==> src/rtl/mul_pkg.sv <==
// Shared definitions for the multiplier HI/LO control slice:
// funct codes, sequencer state encoding and default iteration count.
package mul_pkg;

    localparam int unsigned CYCLES_DEF = 32;

    localparam logic [5:0] F_MULTU = 6'd25;
    localparam logic [5:0] F_MFHI  = 6'd16;
    localparam logic [5:0] F_MFLO  = 6'd18;

    typedef enum logic {
        RUN  = 1'b0,
        DONE = 1'b1
    } state_e;

endpackage

==> src/rtl/mul_hilo_ctrl_hilo_reg.sv <==
// HI/LO register pair with async clear, load enable and funct read mux.
// Ports: clk_i, clr_i (async, high), ld_i, hi_d_i/lo_d_i, sel_i -> hi_o, lo_o, rd_o.
module hilo_reg
    import mul_pkg::*;
#(
    parameter int unsigned WIDTH = 32,
    parameter logic [5:0]  SEL_HI = F_MFHI,
    parameter logic [5:0]  SEL_LO = F_MFLO
) (
    input  logic             clk_i,
    input  logic             clr_i,
    input  logic             ld_i,
    input  logic [WIDTH-1:0] hi_d_i,
    input  logic [WIDTH-1:0] lo_d_i,
    input  logic [5:0]       sel_i,
    output logic [WIDTH-1:0] hi_o,
    output logic [WIDTH-1:0] lo_o,
    output logic [WIDTH-1:0] rd_o
);

    logic [WIDTH-1:0] hi_q, hi_d;
    logic [WIDTH-1:0] lo_q, lo_d;

    always_comb begin
        hi_d = hi_q;
        lo_d = lo_q;
        if (ld_i) begin
            hi_d = hi_d_i;
            lo_d = lo_d_i;
        end
    end

    always_ff @(posedge clk_i or posedge clr_i) begin
        if (clr_i) begin
            hi_q <= '0;
            lo_q <= '0;
        end else begin
            hi_q <= hi_d;
            lo_q <= lo_d;
        end
    end

    always_comb begin
        rd_o = '0;
        if (sel_i == SEL_HI)
            rd_o = hi_q;
        else if (sel_i == SEL_LO)
            rd_o = lo_q;
    end

    assign hi_o = hi_q;
    assign lo_o = lo_q;

endmodule

==> src/rtl/mul_hilo_ctrl.sv <==
// Multiplier downstream stage: counts iterations after firstart, captures
// the product into HI/LO, serves MFHI/MFLO. Ports: clk, firstart, Signal,
// prodIn -> dataOut, hi, lo, busy, done.
module mul_hilo_ctrl
    import mul_pkg::*;
#(
    parameter int unsigned WIDTH   = 32,
    parameter int unsigned CYCLES  = CYCLES_DEF,
    parameter logic [5:0]  F_MULTU = mul_pkg::F_MULTU,
    parameter logic [5:0]  F_MFHI  = mul_pkg::F_MFHI,
    parameter logic [5:0]  F_MFLO  = mul_pkg::F_MFLO
) (
    input  logic               clk,
    input  logic               firstart,
    input  logic [5:0]         Signal,
    input  logic [2*WIDTH-1:0] prodIn,
    output logic [WIDTH-1:0]   dataOut,
    output logic [WIDTH-1:0]   hi,
    output logic [WIDTH-1:0]   lo,
    output logic               busy,
    output logic               done
);

    localparam int unsigned CW = $clog2(CYCLES + 1);
    localparam logic [CW-1:0] CMAX = CW'(CYCLES);

    state_e        state_q, state_d;
    logic [CW-1:0] count_q, count_d;
    logic          load;

    // Terminal count is checked one edge after it is reached, so at least
    // CYCLES multiplier negedges separate firstart release from capture.
    always_comb begin
        state_d = state_q;
        count_d = count_q;
        load    = 1'b0;
        case (state_q)
            RUN: begin
                if (count_q == CMAX) begin
                    state_d = DONE;
                    load    = (Signal == F_MULTU);
                end else begin
                    count_d = count_q + CW'(1);
                end
            end
            DONE: ;
            default: state_d = RUN;
        endcase
    end

    always_ff @(posedge clk or posedge firstart) begin
        if (firstart) begin
            state_q <= RUN;
            count_q <= '0;
        end else begin
            state_q <= state_d;
            count_q <= count_d;
        end
    end

    hilo_reg #(
        .WIDTH  (WIDTH),
        .SEL_HI (F_MFHI),
        .SEL_LO (F_MFLO)
    ) u_hilo (
        .clk_i  (clk),
        .clr_i  (firstart),
        .ld_i   (load),
        .hi_d_i (prodIn[2*WIDTH-1:WIDTH]),
        .lo_d_i (prodIn[WIDTH-1:0]),
        .sel_i  (Signal),
        .hi_o   (hi),
        .lo_o   (lo),
        .rd_o   (dataOut)
    );

    assign busy = (state_q == RUN);
    assign done = (state_q == DONE);

endmodule

==> config.mk <==
export PLATFORM = sky130hd
export DESIGN_NAME = mul_hilo_ctrl
export DESIGN_NICKNAME = d
export VERILOG_FILES = /design/src/rtl/mul_pkg.sv /design/src/rtl/mul_hilo_ctrl_hilo_reg.sv /design/src/rtl/mul_hilo_ctrl.sv
export SDC_FILE = /design/constraint.sdc
export NUM_CORES = 1
export LEC_CHECK = 0
export ABC_AREA = 1
export CORE_MARGIN = 3
export CORE_UTILIZATION = 42
export CTS_CLUSTER_DIAMETER = 80
export DETAILED_ROUTE_END_ITERATION = 8
export GPL_ROUTABILITY_DRIVEN = 0
export MAX_ROUTING_LAYER = met4
export PLACE_DENSITY = 0.91
export SLEW_MARGIN = 0
export SYNTH_ARGS = -nofsm -noshare
export SYNTH_HDL_FRONTEND = slang
export SYNTH_HIERARCHICAL = 1
export SYNTH_SLANG_ARGS = --single-unit
==> constraint.sdc <==
create_clock -name clk -period 2.1 [get_ports clk]
set_clock_uncertainty 0.05 [all_clocks]
set_input_delay 0.21 -clock clk [delete_from_list [all_inputs] [get_ports clk]]
set_output_delay 0.21 -clock clk [all_outputs]
set_load 0.01 [all_outputs]
Word-level counts from Yosys, hierarchy flattened
Index checks and enable logic that the tools add are counted.

cells by class
  bitwise gates (word level) = 2
  multiplexer cells = 6
  equal/unequal tests = 4
  add/subtract/negate cells = 1
  reductions and logical operators = 1

operators by type and width
  kind                   number
  $mux W32               2
  $eq A6 B5 Y1 const B   3
  $add A6 B1 Y6 const B  1
  $eq A6 B6 Y1 const B   1
  $mux W1                4
  $not A1 Y1             2
  $reduce_and A2 Y1      1

storage, ports and cells
  input bits = 72
  output and inout bits = 98
  flip-flop bits (word level) = 71

Depth between registers and ports, before layout
  word-level depth = 3
  mapped depth = 9
  mapped depth without buffers = 8

Cells and area by module
The synthesis kept the hierarchy.

modules (own cells, without submodules)
  module         seq. area each (um^2)  cells an instance  area an instance (um^2)  times used
  hilo_reg       1601.5                 259                3315.7                   1
  mul_hilo_ctrl  175.2                  56                 455.4                    1

Least setup slack after synthesis
OpenSTA, ideal clock, no wires.

  path type = register to register
  from = register count_q[0]
  to = register u_hilo.hi_q[0], in the netlist u_hilo/hi_o[0]
  buffers on the path = 2
  clock period less this slack = 1.845 ns
  setup slack = 0.255 ns
  required time = 1.925 ns
  library setup time = 0.125 ns
  cell stages (with the launch flop) = 10
  data arrival time = 1.670 ns
  cell sequence = dfrtp_1 > inv_1 > ha_1 > nand2_1 > inv_1 > nand3_4 > nor3_2 > buf_6 > buf_12 > mux2_4

on the way
  longest elaborated chain between the ends = 3

RTL lines
  item                    RTL line                      text
  from (decl)             mul_hilo_ctrl.sv:28           logic [CW-1:0] count_q, count_d;
  from (signal assigned)  mul_hilo_ctrl.sv:57           count_q <= count_d;
  $eq A6 B6 Y1            mul_hilo_ctrl.sv:39           if (count_q == CMAX) begin
  $mux W1                 mul_hilo_ctrl.sv:39
  $mux W1                 mul_hilo_ctrl.sv:37           case (state_q)
  named net load          mul_hilo_ctrl.sv:29           logic load;
  to (signal assigned)    mul_hilo_ctrl_hilo_reg.sv:38  hi_q <= hi_d;
  to (decl)               mul_hilo_ctrl_hilo_reg.sv:21  logic [WIDTH-1:0] hi_q, hi_d;

The timed path passes the listed nets, and every way through them passes these cells.
A chain may end at the register's enable or synchronous reset.

Worst setup path in the final report
  from = input Signal[2]
  to = output dataOut[31]

on the way
  longest elaborated chain between the ends = 3
  elaborated cells on any way between the ends = 4

RTL lines
  item          RTL line                      text
  from (decl)   mul_hilo_ctrl.sv:15           input logic [5:0] Signal,
  $eq A6 B5 Y1  mul_hilo_ctrl_hilo_reg.sv:47  else if (sel_i == SEL_LO)
  $mux W32      mul_hilo_ctrl_hilo_reg.sv:47
  $mux W32 (*)  mul_hilo_ctrl_hilo_reg.sv:45  if (sel_i == SEL_HI)
  to (decl)     mul_hilo_ctrl.sv:17           output logic [WIDTH-1:0] dataOut,

Every way passes the cells marked *; elsewhere a longest branch is shown, timed or not.

==> impl_metrics.py <==
metrics = {
    "final_layout": {
        "layout-drive-gt1-share_pct": 25.3,
        "final_cell_mix": "clkdlybuf4s50_1, dfrtp_1, mux2_4",
        "synthToLayoutAreaGrowth_pct": 58.1,
        "fin_nets": 582,
        "antenna_cells": 0,
        "instances_no_fill": 618,
        "layout_commonest_cell": "clkdlybuf4s50_1",
    },
    "yosys": {
        "synth_seq_cells": 71,
        "syn_nets": 389,
        "synth_warnings": 6,
        "yosysUniqueCellTypes": 24,
        "synthCells": 315,
        "syn_avg_cell_area_um2": 12.0,
        "syn_area_um2": 3770,
        "yosysSeqAreaShare_pct": 47.1,
    },
    "grt": {
        "overflow": 0,
        "grt_max_degree": 33,
        "grt_pass1_wl_um": 17300,
        "grt_pass1_vias": 3386,
        "antenna_found_initial": 0,
        "grt_usage_pct": 22.6,
    },
    "critical_path": {
        "critical_path_required_ns": 1.84,
        "end_kind": "output port",
        "r2r_end": "u_hilo/lo_o[15]",
        "critPathLaunch": "Signal[2]",
        "worstSetupPathType": "primary input to output port",
        "crit_end": "dataOut[31]",
        "critPathArrivalTime_ns": 1.73,
        "start_kind": "primary input",
        "r2r-start": "count_q[0]",
        "critPathMaxFanout": 10,
        "reg2reg_depth": 9,
        "rrSetupSlack_ns": 0.13,
    },
    "route": {
        "drt-wirelength-per-cell_um": 18.3,
        "detail_route.vias_per_cell": 5.26,
        "drc": 0,
        "dr_total_vias": 3248,
        "wirelength_um": 11300,
        "ant_nets": 0,
        "firstDrtPassIters": 6,
        "drt_iter0_markers": 87,
    },
    "clock_network": {
        "clockBufferDepth": 2,
        "insertion_delay_ns": 0.33,
        "cts_buffers": 9,
        "h-tree-depth": 3,
        "root_buffer": "clkbuf_8",
        "clk_pin_slew_ns": 0.08,
        "cts_tree": "yes",
        "ctsHoldBuffers": 0,
        "cts.sinks": 71,
    },
    "power_and_ir_drop": {
        "power_mw": 2.81,
        "power.density_nw_per_um2": 472,
        "peakVddDrop_mv": 0.352,
        "p_leak_nw": 3.10,
    },
    "hold_path": {
        "holdCritPathClass": "primary input to async pin",
    },
    "die": {
        "io_pins": 170,
        "die_area_um2": 10200,
        "start_util_pct": 44.6,
        "die_width_um": 101,
        "fp-row-count": 33,
        "core_um2": 8460,
        "die_h_um": 101,
    },
    "place": {
        "port_buffers": 169,
        "dp.cells": 590,
        "post-dp-hpwl_um": 8410,
    },
    "timing": {
        "slew_violations": 0,
        "rsz0062_at_grt": "no",
        "hold_slack_ns": 0.114,
        "tns_ns": 0,
        "fmax_mhz": 503,
        "tightest_slew_ns": 0.677,
        "setup_viol": 0,
        "maxSlewHeadroom_pct": 54.8,
        "min_period_ns": 1.99,
        "finalCritPeriodShare_pct": 94.7,
        "hold_viol": 0,
    },
    "job": {
        "maxCapViolCount": 0,
    },
    "outcome": {
        "status": "finished clean",
    },
}
==> registers in the layout (all words and copies together), names as in the netlist <==
| signal | count |
|---|---|
| done | 1 |
| u_hilo/lo_o | 32 |
| u_hilo/hi_o | 32 |
| count_q | 6 |
==> report_power, final <==
| part | internal (mW) | switching, mW | total [mW] |
|---|---|---|---|
| Combinational | 0.203 | 0.134 | 0.337 |
| Clock | 0.575 | 0.509 | 1.08 |
| Sequential | 1.38 | 0.0125 | 1.39 |
==> layout make-up <==
type | instances | area, µm²
Sequential cell | 71 | 1780
Clock inverter | 6 | 60.1
Timing Repair Buffer | 205 | 2070
Fill cell | 628 | 2500
Inverter | 15 | 70.1
Clock buffer | 10 | 138
Multi-Input combinational cell | 206 | 1720
Tap cell | 105 | 131
==> how the worst min path moves through the flow <==
| stage | end | startpoint | slack, ns |
|---|---|---|---|
| final | count_q[0] | firstart | 0.11 |
| after global routing | count_q[0] | firstart | 0.14 |
| after CTS | count_q[0] | firstart | 0.11 |
| after detailed placement | count_q[5] | count_q[5] | 0.45 |
| after global placement | count_q[5] | count_q[5] | 0.43 |
| after floorplan | count_q[0] | firstart | -0.04 |
==> logic make-up (layout without fill, tap and decap cells) <==
logic type	after synthesis	count (layout)	synth area share, %
compound gates	1	1	0.232
xor+xnor	1	1	0.232
fa+ha+maj	2	2	0.663
buf+inv	38	236	7.86
flops	71	71	47.1
mux	64	64	25.1
simple gates	138	138	18.8
==> critical path, stage by stage <==
cell and delay [ns]:
clkdlybuf4s50_1 0.45, inv_1 0.08, nand2_1 0.09, nor2_4 0.17, buf_12 0.15, buf_4 0.15, nand3_1 0.07, nand2_1 0.07
dlygate4sd2_1 0.30
==> stage by stage <==
step	area [µm²]	worst slack (ns)	util (%)
floorplan	3770	0.242	-
global placement	5630	-0.0712	66.5
detailed placement	5630	-0.108	66.5
CTS	5850	-0.0604	69.1
global route	5960	0.0113	70.5
finish	5960	0.112	70.5
==> per-layer routing <==
| layer | GRT usage (%) | part of all wire [%] | vias to the layer above |
|---|---|---|---|
| met5 | - | 0 | - |
| met4 | 7.88 | 2.3 | 0 |
| met3 | 4.22 | 6.1 | 26 |
| met2 | 38.4 | 52 | 150 |
| met1 | 26.9 | 40 | 1581 |
| li1 | - | - | 1491 |
==> cell usage after synthesis <==
| library cell | count | area [µm²] |
|---|---|---|
| buf_12 | 6 | 120 |
| buf_2 | 10 | 50.1 |
| buf_4 | 6 | 45.0 |
| buf_6 | 1 | 11.3 |
| bufinv_8 | 1 | 17.5 |
| dfrtp_1 | 71 | 1780 |
| ha_1 | 2 | 25.0 |
| inv_1 | 13 | 48.8 |
| inv_2 | 1 | 3.75 |
| mux2_2 | 4 | 45.0 |
| mux2_4 | 60 | 901 |
| nand2_1 | 50 | 188 |
| nand2_2 | 1 | 6.26 |
| nand2_4 | 1 | 11.3 |
| nand3_1 | 39 | 195 |
| nand3_4 | 1 | 17.5 |
| nand3b_1 | 2 | 15.0 |
| nand4_1 | 35 | 219 |
| nor2_1 | 3 | 11.3 |
| nor2_2 | 4 | 25.0 |
| nor2_4 | 1 | 11.3 |
| nor3_2 | 1 | 10.0 |
| o21ai_2 | 1 | 8.76 |
| xnor2_1 | 1 | 8.76 |
==> what timing repair did <==
item	CTS	global route
gates cloned	1	0
gates resized for setup	29	17
setup buffers	2	9
hold endpoints to repair	0	0
pin swaps	1	2
setup endpoints to repair	32	11
(Power assumes the default switching activity.)
